==> config.mk <==
export PLATFORM = sky130hd
export DESIGN_NAME = tube_bus_arbiter_flat
export DESIGN_NICKNAME = d
export VERILOG_FILES = /design/src/rtl/tube_bus_arbiter_if.sv /design/src/rtl/tube_bus_arbiter.sv /design/src/flat_wrapper.sv
export SDC_FILE = /design/constraint.sdc
export NUM_CORES = 1
export LEC_CHECK = 0
export ABC_CLOCK_PERIOD_IN_PS = 2900
export CORE_ASPECT_RATIO = 1.75
export CORE_MARGIN = 1.5
export CORE_UTILIZATION = 40
export DETAILED_ROUTE_END_ITERATION = 8
export PLACE_DENSITY = 0.85
export SETUP_SLACK_MARGIN = 0.02
export SYNTH_ARGS = -nofsm -noshare
export SYNTH_HDL_FRONTEND = slang
export SYNTH_SLANG_ARGS = --single-unit
==> constraint.sdc <==
create_clock -name clk -period 2.9 [get_ports clk]
set_input_delay 0.435 -clock clk [delete_from_list [all_inputs] [get_ports clk]]
set_output_delay 0.435 -clock clk [all_outputs]
set_load 0.02 [all_outputs]
==> src/rtl/tube_bus_arbiter_if.sv <==
// Bus bundle between the two tube-register masters, the arbiter and the tube register slave.
// The arbiter connects through the slave modport; the master modport is the environment side.
interface tube_bus_arbiter_if;
    logic        m0_req;
    logic        m0_lock;
    logic        m0_we;
    logic [31:0] m0_addr;
    logic [31:0] m0_wdata;
    logic        m0_ack;
    logic        m0_err;
    logic [31:0] m0_rdata;

    logic        m1_req;
    logic        m1_lock;
    logic        m1_we;
    logic [31:0] m1_addr;
    logic [31:0] m1_wdata;
    logic        m1_ack;
    logic        m1_err;
    logic [31:0] m1_rdata;

    logic [31:0] slv_addr;
    logic [31:0] slv_wdata;
    logic        slv_we;
    logic [31:0] slv_rdata;

    modport master (
        output m0_req, m0_lock, m0_we, m0_addr, m0_wdata,
        input  m0_ack, m0_err, m0_rdata,
        output m1_req, m1_lock, m1_we, m1_addr, m1_wdata,
        input  m1_ack, m1_err, m1_rdata,
        input  slv_addr, slv_wdata, slv_we,
        output slv_rdata
    );

    modport slave (
        input  m0_req, m0_lock, m0_we, m0_addr, m0_wdata,
        output m0_ack, m0_err, m0_rdata,
        input  m1_req, m1_lock, m1_we, m1_addr, m1_wdata,
        output m1_ack, m1_err, m1_rdata,
        output slv_addr, slv_wdata, slv_we,
        input  slv_rdata
    );
endinterface

==> src/rtl/tube_bus_arbiter.sv <==
// Two-master round-robin arbiter with burst lock for the digital tube register port.
// Optional: define ARB_TIMEOUT_EN to drop a lock whose owner idles for LOCK_TIMEOUT cycles.
module tube_bus_arbiter #(
    parameter logic [31:0] BASE_ADDR    = 32'h0000_7f38,
    parameter int unsigned MAX_BURST    = 4,
    parameter int unsigned LOCK_TIMEOUT = 16
) (
    input  logic              clk,
    input  logic              reset,
    tube_bus_arbiter_if.slave bus,
    output logic              busy
);
    typedef enum logic [1:0] {IDLE = 2'd0, ISSUE = 2'd1, RESP = 2'd2} state_t;

    state_t      state, state_nxt;
    logic        rr_ptr, lock_vld, lock_id, gnt_id, err_flag;
    logic [3:0]  burst_cnt;
    logic        owner_req, owner_lock, gnt_lock;
    logic        timeout_hit, lock_release, lock_hold;
    logic        win, win_id, win_ok, win_we;
    logic [31:0] win_addr, win_wdata;

    if (MAX_BURST < 1 || MAX_BURST > 15 || LOCK_TIMEOUT < 1 || LOCK_TIMEOUT > 31) begin : g_cfg_check
        $error("tube_bus_arbiter: MAX_BURST must be 1..15 and LOCK_TIMEOUT 1..31");
    end

    assign owner_req  = lock_id ? bus.m1_req  : bus.m0_req;
    assign owner_lock = lock_id ? bus.m1_lock : bus.m0_lock;
    assign gnt_lock   = gnt_id  ? bus.m1_lock : bus.m0_lock;

`ifdef ARB_TIMEOUT_EN
    logic [4:0] idle_cnt;
    logic       idle_run;

    assign idle_run    = (state == IDLE) && lock_vld && owner_lock && !owner_req;
    assign timeout_hit = idle_run && (idle_cnt == 5'(LOCK_TIMEOUT - 1));

    always_ff @(posedge clk or negedge reset) begin
        if (!reset) begin
            idle_cnt <= 5'd0;
        end else if (idle_run && !timeout_hit) begin
            idle_cnt <= idle_cnt + 5'd1;
        end else begin
            idle_cnt <= 5'd0;
        end
    end
`else
    assign timeout_hit = 1'b0;
`endif

    // Winner selection: a live lock owner blocks the other master even while it is not requesting.
    always_comb begin
        lock_release = (state == IDLE) && lock_vld && (!owner_lock || timeout_hit);
        lock_hold    = lock_vld && !lock_release;
        win          = 1'b0;
        win_id       = rr_ptr;
        if (lock_hold) begin
            win    = owner_req;
            win_id = lock_id;
        end else if (bus.m0_req && bus.m1_req) begin
            win    = 1'b1;
            win_id = lock_release ? ~lock_id : rr_ptr;
        end else if (bus.m0_req) begin
            win    = 1'b1;
            win_id = 1'b0;
        end else if (bus.m1_req) begin
            win    = 1'b1;
            win_id = 1'b1;
        end
        win_addr  = win_id ? bus.m1_addr  : bus.m0_addr;
        win_wdata = win_id ? bus.m1_wdata : bus.m0_wdata;
        win_we    = win_id ? bus.m1_we    : bus.m0_we;
        win_ok    = (win_addr[1:0] == 2'b00) &&
                    ((win_addr == BASE_ADDR) || (win_addr == BASE_ADDR + 32'd4));

        state_nxt = state;
        case (state)
            IDLE:    if (win) state_nxt = win_ok ? ISSUE : RESP;
            ISSUE:   state_nxt = RESP;
            RESP:    state_nxt = IDLE;
            default: state_nxt = IDLE;
        endcase
    end

    always_ff @(posedge clk or negedge reset) begin
        if (!reset) begin
            state         <= IDLE;
            rr_ptr        <= 1'b0;
            lock_vld      <= 1'b0;
            lock_id       <= 1'b0;
            burst_cnt     <= 4'd0;
            gnt_id        <= 1'b0;
            err_flag      <= 1'b0;
            busy          <= 1'b0;
            bus.m0_ack    <= 1'b0;
            bus.m0_err    <= 1'b0;
            bus.m1_ack    <= 1'b0;
            bus.m1_err    <= 1'b0;
            bus.m0_rdata  <= 32'd0;
            bus.m1_rdata  <= 32'd0;
            bus.slv_addr  <= 32'd0;
            bus.slv_wdata <= 32'd0;
            bus.slv_we    <= 1'b0;
        end else begin
            state      <= state_nxt;
            busy       <= (state_nxt != IDLE);
            bus.m0_ack <= 1'b0;
            bus.m0_err <= 1'b0;
            bus.m1_ack <= 1'b0;
            bus.m1_err <= 1'b0;
            case (state)
                IDLE: begin
                    if (lock_release) begin
                        lock_vld  <= 1'b0;
                        burst_cnt <= 4'd0;
                        rr_ptr    <= ~lock_id;
                    end
                    if (win) begin
                        gnt_id   <= win_id;
                        err_flag <= !win_ok;
                        if (win_ok) begin
                            bus.slv_addr  <= win_addr;
                            bus.slv_wdata <= win_wdata;
                            bus.slv_we    <= win_we;
                        end
                    end
                end
                ISSUE: begin
                    // Writes return the value the slave presented before the commit edge.
                    if (gnt_id) bus.m1_rdata <= bus.slv_rdata;
                    else        bus.m0_rdata <= bus.slv_rdata;
                    bus.slv_addr  <= 32'd0;
                    bus.slv_wdata <= 32'd0;
                    bus.slv_we    <= 1'b0;
                end
                RESP: begin
                    if (gnt_id) begin
                        bus.m1_ack <= !err_flag;
                        bus.m1_err <= err_flag;
                    end else begin
                        bus.m0_ack <= !err_flag;
                        bus.m0_err <= err_flag;
                    end
                    if (gnt_lock && (({1'b0, burst_cnt} + 5'd1) < 5'(MAX_BURST))) begin
                        lock_vld  <= 1'b1;
                        lock_id   <= gnt_id;
                        burst_cnt <= burst_cnt + 4'd1;
                    end else begin
                        lock_vld  <= 1'b0;
                        burst_cnt <= 4'd0;
                        rr_ptr    <= ~gnt_id;
                    end
                end
                default: ;
            endcase
        end
    end
endmodule

==> src/flat_wrapper.sv <==
// flat-port wrapper written by rule: the top's interface ports become plain ports
module tube_bus_arbiter_flat 
#(
    parameter logic [31:0] BASE_ADDR    = 32'h0000_7f38,
    parameter int unsigned MAX_BURST    = 4,
    parameter int unsigned LOCK_TIMEOUT = 16
)
  (clk, reset, busy, bus_m0_req, bus_m0_lock, bus_m0_we, bus_m0_addr, bus_m0_wdata, bus_m0_ack, bus_m0_err, bus_m0_rdata, bus_m1_req, bus_m1_lock, bus_m1_we, bus_m1_addr, bus_m1_wdata, bus_m1_ack, bus_m1_err, bus_m1_rdata, bus_slv_addr, bus_slv_wdata, bus_slv_we, bus_slv_rdata);
  tube_bus_arbiter_if bus_i ();
  input  logic clk;
  input  logic reset;
  output logic busy;
  input wire logic [$bits(bus_i.m0_req)-1:0] bus_m0_req;
  input wire logic [$bits(bus_i.m0_lock)-1:0] bus_m0_lock;
  input wire logic [$bits(bus_i.m0_we)-1:0] bus_m0_we;
  input wire logic [$bits(bus_i.m0_addr)-1:0] bus_m0_addr;
  input wire logic [$bits(bus_i.m0_wdata)-1:0] bus_m0_wdata;
  output wire logic [$bits(bus_i.m0_ack)-1:0] bus_m0_ack;
  output wire logic [$bits(bus_i.m0_err)-1:0] bus_m0_err;
  output wire logic [$bits(bus_i.m0_rdata)-1:0] bus_m0_rdata;
  input wire logic [$bits(bus_i.m1_req)-1:0] bus_m1_req;
  input wire logic [$bits(bus_i.m1_lock)-1:0] bus_m1_lock;
  input wire logic [$bits(bus_i.m1_we)-1:0] bus_m1_we;
  input wire logic [$bits(bus_i.m1_addr)-1:0] bus_m1_addr;
  input wire logic [$bits(bus_i.m1_wdata)-1:0] bus_m1_wdata;
  output wire logic [$bits(bus_i.m1_ack)-1:0] bus_m1_ack;
  output wire logic [$bits(bus_i.m1_err)-1:0] bus_m1_err;
  output wire logic [$bits(bus_i.m1_rdata)-1:0] bus_m1_rdata;
  output wire logic [$bits(bus_i.slv_addr)-1:0] bus_slv_addr;
  output wire logic [$bits(bus_i.slv_wdata)-1:0] bus_slv_wdata;
  output wire logic [$bits(bus_i.slv_we)-1:0] bus_slv_we;
  input wire logic [$bits(bus_i.slv_rdata)-1:0] bus_slv_rdata;
  assign bus_i.m0_req = bus_m0_req;
  assign bus_i.m0_lock = bus_m0_lock;
  assign bus_i.m0_we = bus_m0_we;
  assign bus_i.m0_addr = bus_m0_addr;
  assign bus_i.m0_wdata = bus_m0_wdata;
  assign bus_m0_ack = bus_i.m0_ack;
  assign bus_m0_err = bus_i.m0_err;
  assign bus_m0_rdata = bus_i.m0_rdata;
  assign bus_i.m1_req = bus_m1_req;
  assign bus_i.m1_lock = bus_m1_lock;
  assign bus_i.m1_we = bus_m1_we;
  assign bus_i.m1_addr = bus_m1_addr;
  assign bus_i.m1_wdata = bus_m1_wdata;
  assign bus_m1_ack = bus_i.m1_ack;
  assign bus_m1_err = bus_i.m1_err;
  assign bus_m1_rdata = bus_i.m1_rdata;
  assign bus_slv_addr = bus_i.slv_addr;
  assign bus_slv_wdata = bus_i.slv_wdata;
  assign bus_slv_we = bus_i.slv_we;
  assign bus_i.slv_rdata = bus_slv_rdata;
  tube_bus_arbiter #(.BASE_ADDR(BASE_ADDR), .MAX_BURST(MAX_BURST), .LOCK_TIMEOUT(LOCK_TIMEOUT)) u_core (.clk(clk), .reset(reset), .bus(bus_i), .busy(busy));
endmodule
## Word-level counts from Yosys, hierarchy flattened

Cells that the tools add are included.

- Add/sub/neg operators: 2
- $lt $le $gt $ge: 1
- Equality and inequality tests: 8
- Mux-type cells: 43
- Bitwise operators: 2
- Reduce and logical (&&, ||, !) cells: 23

Operators with widths:

| kind | number |
|---|---|
| 2-to-1 mux 32 bit | 6 |
| one-hot mux 32 bit (2 select lines) | 2 |
| equality test 32 x 15 -> 1 bit (second input constant) | 2 |
| 2-to-1 mux 1 bit | 26 |
| AND reduction 2 bit | 6 |
| 2-to-1 mux 4 bit | 2 |
| one-hot mux 4 bit (2 select lines) | 1 |
| logical AND 1 bit | 6 |
| inequality test 2 x 1 -> 1 bit (second input constant) | 3 |
| one-hot mux 1 bit (2 select lines) | 3 |
| nonzero test 2 bit | 3 |
| adder 4 x 1 -> 5 bit (second input constant) | 1 |
| less-than comparator 5 x 3 -> 1 bit (second input constant) | 1 |
| adder 4 x 1 -> 4 bit (second input constant) | 1 |
| zero test 1 bit | 4 |
| zero test 2 bit | 2 |
| 2-to-1 mux 2 bit | 2 |
| one-hot mux 2 bit (2 select lines) | 1 |
| AND reduction 3 bit | 1 |
| equality test 2 x 1 -> 1 bit (second input constant) | 1 |
| equality test 2 bit (second input constant) | 1 |
| inequality test 2 bit (second input constant) | 1 |
| NOT 1 bit | 2 |
| logical OR 1 bit | 1 |

- Register bits after elaboration: 145
- Input port bits: 168
- Output and inout bits: 134
- Logic and storage cells: 96

## Longest topological paths before layout

- Depth in word-level cells: 14
- Gate-level depth with buffers: 9
- Gate-level depth less buffers: 5

## Worst setup path before layout

OpenSTA, ideal clock, no wires.

- Path kind: reg2reg
- Start point: register u_core.lock_id
- End point: register u_core.bus.slv_addr[2]
- Setup time: 95 ps
- Arrival time: 2439 ps
- Path slack: 366 ps
- Cell stages (with the launch flop): 10
- Period minus slack after synthesis: 2534 ps
- Cell sequence: dfrtp_1 -> clkbuf_1 -> mux2_2 -> o311a_1 -> o31ai_1 -> buf_4 -> mux2_2 -> buf_6 -> buf_6 -> a221oi_2

- Longest elaborated chain between the ends: 12
- Elaborated cells between the ends (all ways): 23

RTL lines:

| what | line | source |
|---|---|---|
| start, declared | tube_bus_arbiter.sv:16 | `logic rr_ptr, lock_vld, lock_id, gnt_id, err_flag;` |
| start signal, assigned | tube_bus_arbiter.sv:146 | `lock_id <= gnt_id;` |
| 2-to-1 mux 1 bit | tube_bus_arbiter.sv:28 | `assign owner_lock = lock_id ? bus.m1_lock : bus.m0_lock;` |
| zero test 1 bit | tube_bus_arbiter.sv:53 | `lock_release = (state == IDLE) && lock_vld && (!owner_lock \|\| timeout_hit);` |
| logical AND 1 bit | tube_bus_arbiter.sv:53 |  |
| 2-to-1 mux 1 bit / zero test 1 bit (equally long branches) | tube_bus_arbiter.sv:62, tube_bus_arbiter.sv:54 |  |
| 2-to-1 mux 1 bit / logical AND 1 bit (equally long branches) | tube_bus_arbiter.sv:60, tube_bus_arbiter.sv:54 |  |
| 2-to-1 mux 1 bit | tube_bus_arbiter.sv:57 | `if (lock_hold) begin` |
| 2-to-1 mux 32 bit | tube_bus_arbiter.sv:70 | `win_addr = win_id ? bus.m1_addr : bus.m0_addr;` |
| equality test 32 x 15 -> 1 bit | tube_bus_arbiter.sv:74 | `((win_addr == BASE_ADDR) \|\| (win_addr == BASE_ADDR + 32'd4));` |
| logical OR 1 bit | tube_bus_arbiter.sv:74 |  |
| logical AND 1 bit | tube_bus_arbiter.sv:73 | `win_ok = (win_addr[1:0] == 2'b00) &&` |
| inequality test 2 x 1 -> 1 bit (no source line) | n/a |  |
| AND reduction 3 bit (no source line) | n/a |  |
| end signal, assigned | tube_bus_arbiter.sv:122 | `bus.slv_addr <= win_addr;` |
| end, declared | tube_bus_arbiter_if.sv:41 | `output slv_addr, slv_wdata, slv_we,` |

Several ways; a longest one is shown, not always the timed one. The select of a mux whose other input is x is not followed.
A chain may end at the register's enable or synchronous reset.

## Final worst setup path

- Start point: input bus_m0_addr[1]
- End point: register u_core.bus.slv_wdata[31]

- Longest elaborated chain between the ends: 6
- Elaborated cells between the ends (all ways): 8

RTL lines:

| what | line | source |
|---|---|---|
| start, declared | flat_wrapper.sv:16 | `input wire logic [$bits(bus_i.m0_addr)-1:0] bus_m0_addr;` |
| 2-to-1 mux 32 bit * | tube_bus_arbiter.sv:70 |  |
| equality test 32 x 15 -> 1 bit | tube_bus_arbiter.sv:74 |  |
| logical OR 1 bit | tube_bus_arbiter.sv:74 |  |
| logical AND 1 bit * | tube_bus_arbiter.sv:73 |  |
| inequality test 2 x 1 -> 1 bit (no source line) * | n/a |  |
| AND reduction 3 bit (no source line) * | n/a |  |
| end signal, assigned | tube_bus_arbiter.sv:123 | `bus.slv_wdata <= win_wdata;` |
| end, declared | tube_bus_arbiter_if.sv:41 |  |

Every way passes the cells marked *; elsewhere a longest branch is shown, timed or not.

==> results.md <==
* Worst skew pair latency at 420 ps
* Die Ht at 176.1 µm
* Vias at 5624
* Maxcap violations at 0
* Drt drc at 0
* Area contributors post-synth: dfrtp_1, mux2_2, nand3b_1, a221oi_2, mux2i_1
* CP arrival at 2910 ps
* Buffers plus inverters on the worst setup path at 2
* Slew Limit Fails at 0
* Io pins at 302
* Reg area at 3628 µm²
* Most frequent cell after synthesis: dfrtp_1
* Required @ worst endpoint at 3210 ps
* Tightest Pin Transition at 690.7 ps
* Status: finished with violations
* Peak VDD IR at 0.3132 mV
* Yosys top cell by area: dfrtp_1
* Register area share after synthesis at 0.5296
* Period minus WS final at 2599 ps
* R2R cell count at 6
* Row count at 63
* Seq cells post-synth at 145
* Post-synth EDFFs at 0
* First-pass iteration count of the detailed router at 5
* Initial antenna violation count at 0
* FF-to-FF setup slack at 360 ps
* Final setup viols at 0
* Async S/R FF share, synth at 1.000
* Multi-input combinational cell area at 2872 µm²
* Prevailing post-synth register cell: dfrtp_1
* Synth Cell Area at 6852 µm²
* FILL cells at 1330
* Highest clock rate at 384.7 MHz
* Overflow after GRT at 0
* Worst R2R Start: u_core.lock_id
* CTS tree: yes
* Initial DRC Count at 197
* Final Hold Fails at 7
* Leakage power at 4.779 nW
* # resized after CTS at 0
* Via/cell ratio at 5.160
* Root buf cell: clkbuf_16
* Final ANT Viol Nets at 0
* Gr busiest metal: met2
* Reg2reg end: u_core.bus.slv_wdata[31]
* Pwr Density at 531.5 nW/µm²
* Hold Buf Count CTS at 0
* Clock-pin slew on the worst setup and hold paths at 60 ps
* Worst path cell trace: clkdlybuf4s50_1 > or4b_1 > nor4_4 > nand4_1 > mux2_2 > buf_12 > a221oi_1
* Largest net degree at the start of global routing at 63
* CP top delay family: simple AND/OR/NAND/NOR gates
* Yosys warns at 0
* DPL Wire Length at 14320 µm
* Num CTS Buffers at 17
* Clock buffer depth at 2
* DIE AREA at 17950 µm²
* Met3 GRT Util at 0.04988
* Hold slack final at -21.78 ps
* Clock sink count at 145
* # port buffers at 301
* Largest stage delay on the critical path at 640 ps
* Die W at 101.9 µm
* CP Max Fanout at 58
* RSZ-0062 raised after global routing: no
* Layout cell share with drive strength beyond 1 at 0.1866
* Post-synthesis net count at 720
* TNS Setup at 0 ps
* Critical Path End Type: flop
* Slew headroom at 0.5396
* Synth Area per Inst at 12.43 µm²
* Core Region at 16870 µm²
* Global-route wire length before repair at 29540 µm
* Ranking of synthesized cells by instance count: dfrtp_1, mux2_2, nand3b_1
* Synth unique cells at 46
* GRT Total Usage at 0.2161
* Top-area cell type share of the netlist area at 0.5296
* Antenna diodes at 0
* Period Utilization, post-route at 0.8963
* Total routed wirelength at 19310 µm
* Design Power at 5.757 mW
* P&R area growth vs syn at 58.09%
* Initial Utilization at 0.4062
* Clock Skew at 10.67 ps
* Failing checks: hold timing
* Worst Setup Path Type: in2reg
* Grt met1 use at 0.2195
* Met2 Track Usage GR at 0.4031
* RD Place Congestion at 0.8135
* Setup Fix Bufs, Post-CTS at 0
* CP startpoint kind: input pin
* Nets at 1019
* CP max stage cell: or4b_1
* Vias in the first global route at 5802
* Gate count of the mapped netlist at 551
* Avg WL per Cell at 17.71 µm
* Worst min path class: in2async
* Crit path depth at 7
* H-tree levels at 4
flip-flops by register name, summed over array words and instances, names as in the netlist, 2 cells and up:
name,flops
u_core.bus.slv_wdata,32
u_core.bus.m0_rdata,32
u_core.bus.slv_addr,32
u_core.state,2
u_core.bus.m1_rdata,32
u_core.burst_cnt,4
logic make-up (layout without fill, tap and decap cells):
family | count (synthesis) | in the layout | synth area share
AND/OR/NAND/NOR | 146 | 146 | 0.1486
multiplexers | 105 | 105 | 0.1662
AO/OA/AOI/OAI | 62 | 62 | 0.09734
buffers and inverters | 92 | 404 | 0.05643
flip-flops | 145 | 145 | 0.5296
adder cells (fa/ha/maj) | 1 | 1 | 0.001826
layout make-up:
type                            count  area share
Multi-Input combinational cell    314      0.2651
Sequential cell                   145      0.3350
Clock inverter                     12     0.01663
Clock buffer                       20     0.04124
Timing Repair Buffer              325      0.2995
Tap cell                          227     0.02622
Inverter                           47     0.01629
layer usage:
layer / vias up / wire [µm]
met2: 267 / 10610
met3: 42 / 1106
met4: 0 / 797
li1: 2587 / -
met1: 2728 / 6794
met5: - / 0
metrics by stage:
stage                     utilization  cells  setup slack (ps)  cell area, µm²
after floorplan                     -    551             366.1            6852
after global placement         0.6050   1058            -119.6           10200
after detailed placement       0.6050   1058            -189.3           10200
after CTS                      0.6421   1090             266.2           10830
after global routing           0.6421   1090             195.8           10830
final                          0.6421   1090             300.8           10830
cells in the final DEF (no fill, tap or decap), types with 3 or more instances in the layout:
cell,count
nor2_1,5
inv_1,47
a221oi_1,5
mux2_2,70
clkdlybuf4s50_1,300
buf_12,4
buf_4,20
clkbuf_16,17
and3_1,22
mux2i_1,35
nand3b_1,68
nand2_1,12
a221oi_2,29
nor4_1,9
nor3_1,3
dfrtp_1,145
a21oi_1,14
bufinv_16,4
nand4_1,4
where the power goes:
part / switching [mW] / internal (mW)
Combinational: 0.587 / 0.642
Sequential: 0.101 / 2.11
Clock: 0.851 / 1.47
Total: 1.54 / 4.22
how the worst max path moves through the flow:
stage              startpoint  slack [ps]                       end
2_1_floorplan  u_core.lock_id         370    u_core.bus.slv_addr[2]
3_3_place_gp   bus_m0_addr[1]        -120  u_core.bus.slv_wdata[31]
3_5_place_dp   bus_m0_addr[1]        -190  u_core.bus.slv_wdata[29]
4_1_cts        bus_m0_addr[1]         270  u_core.bus.slv_wdata[27]
5_1_grt        bus_m0_addr[1]         200  u_core.bus.slv_wdata[31]
6_report       bus_m0_addr[1]         300  u_core.bus.slv_wdata[31]
(Power assumes the default switching activity.)
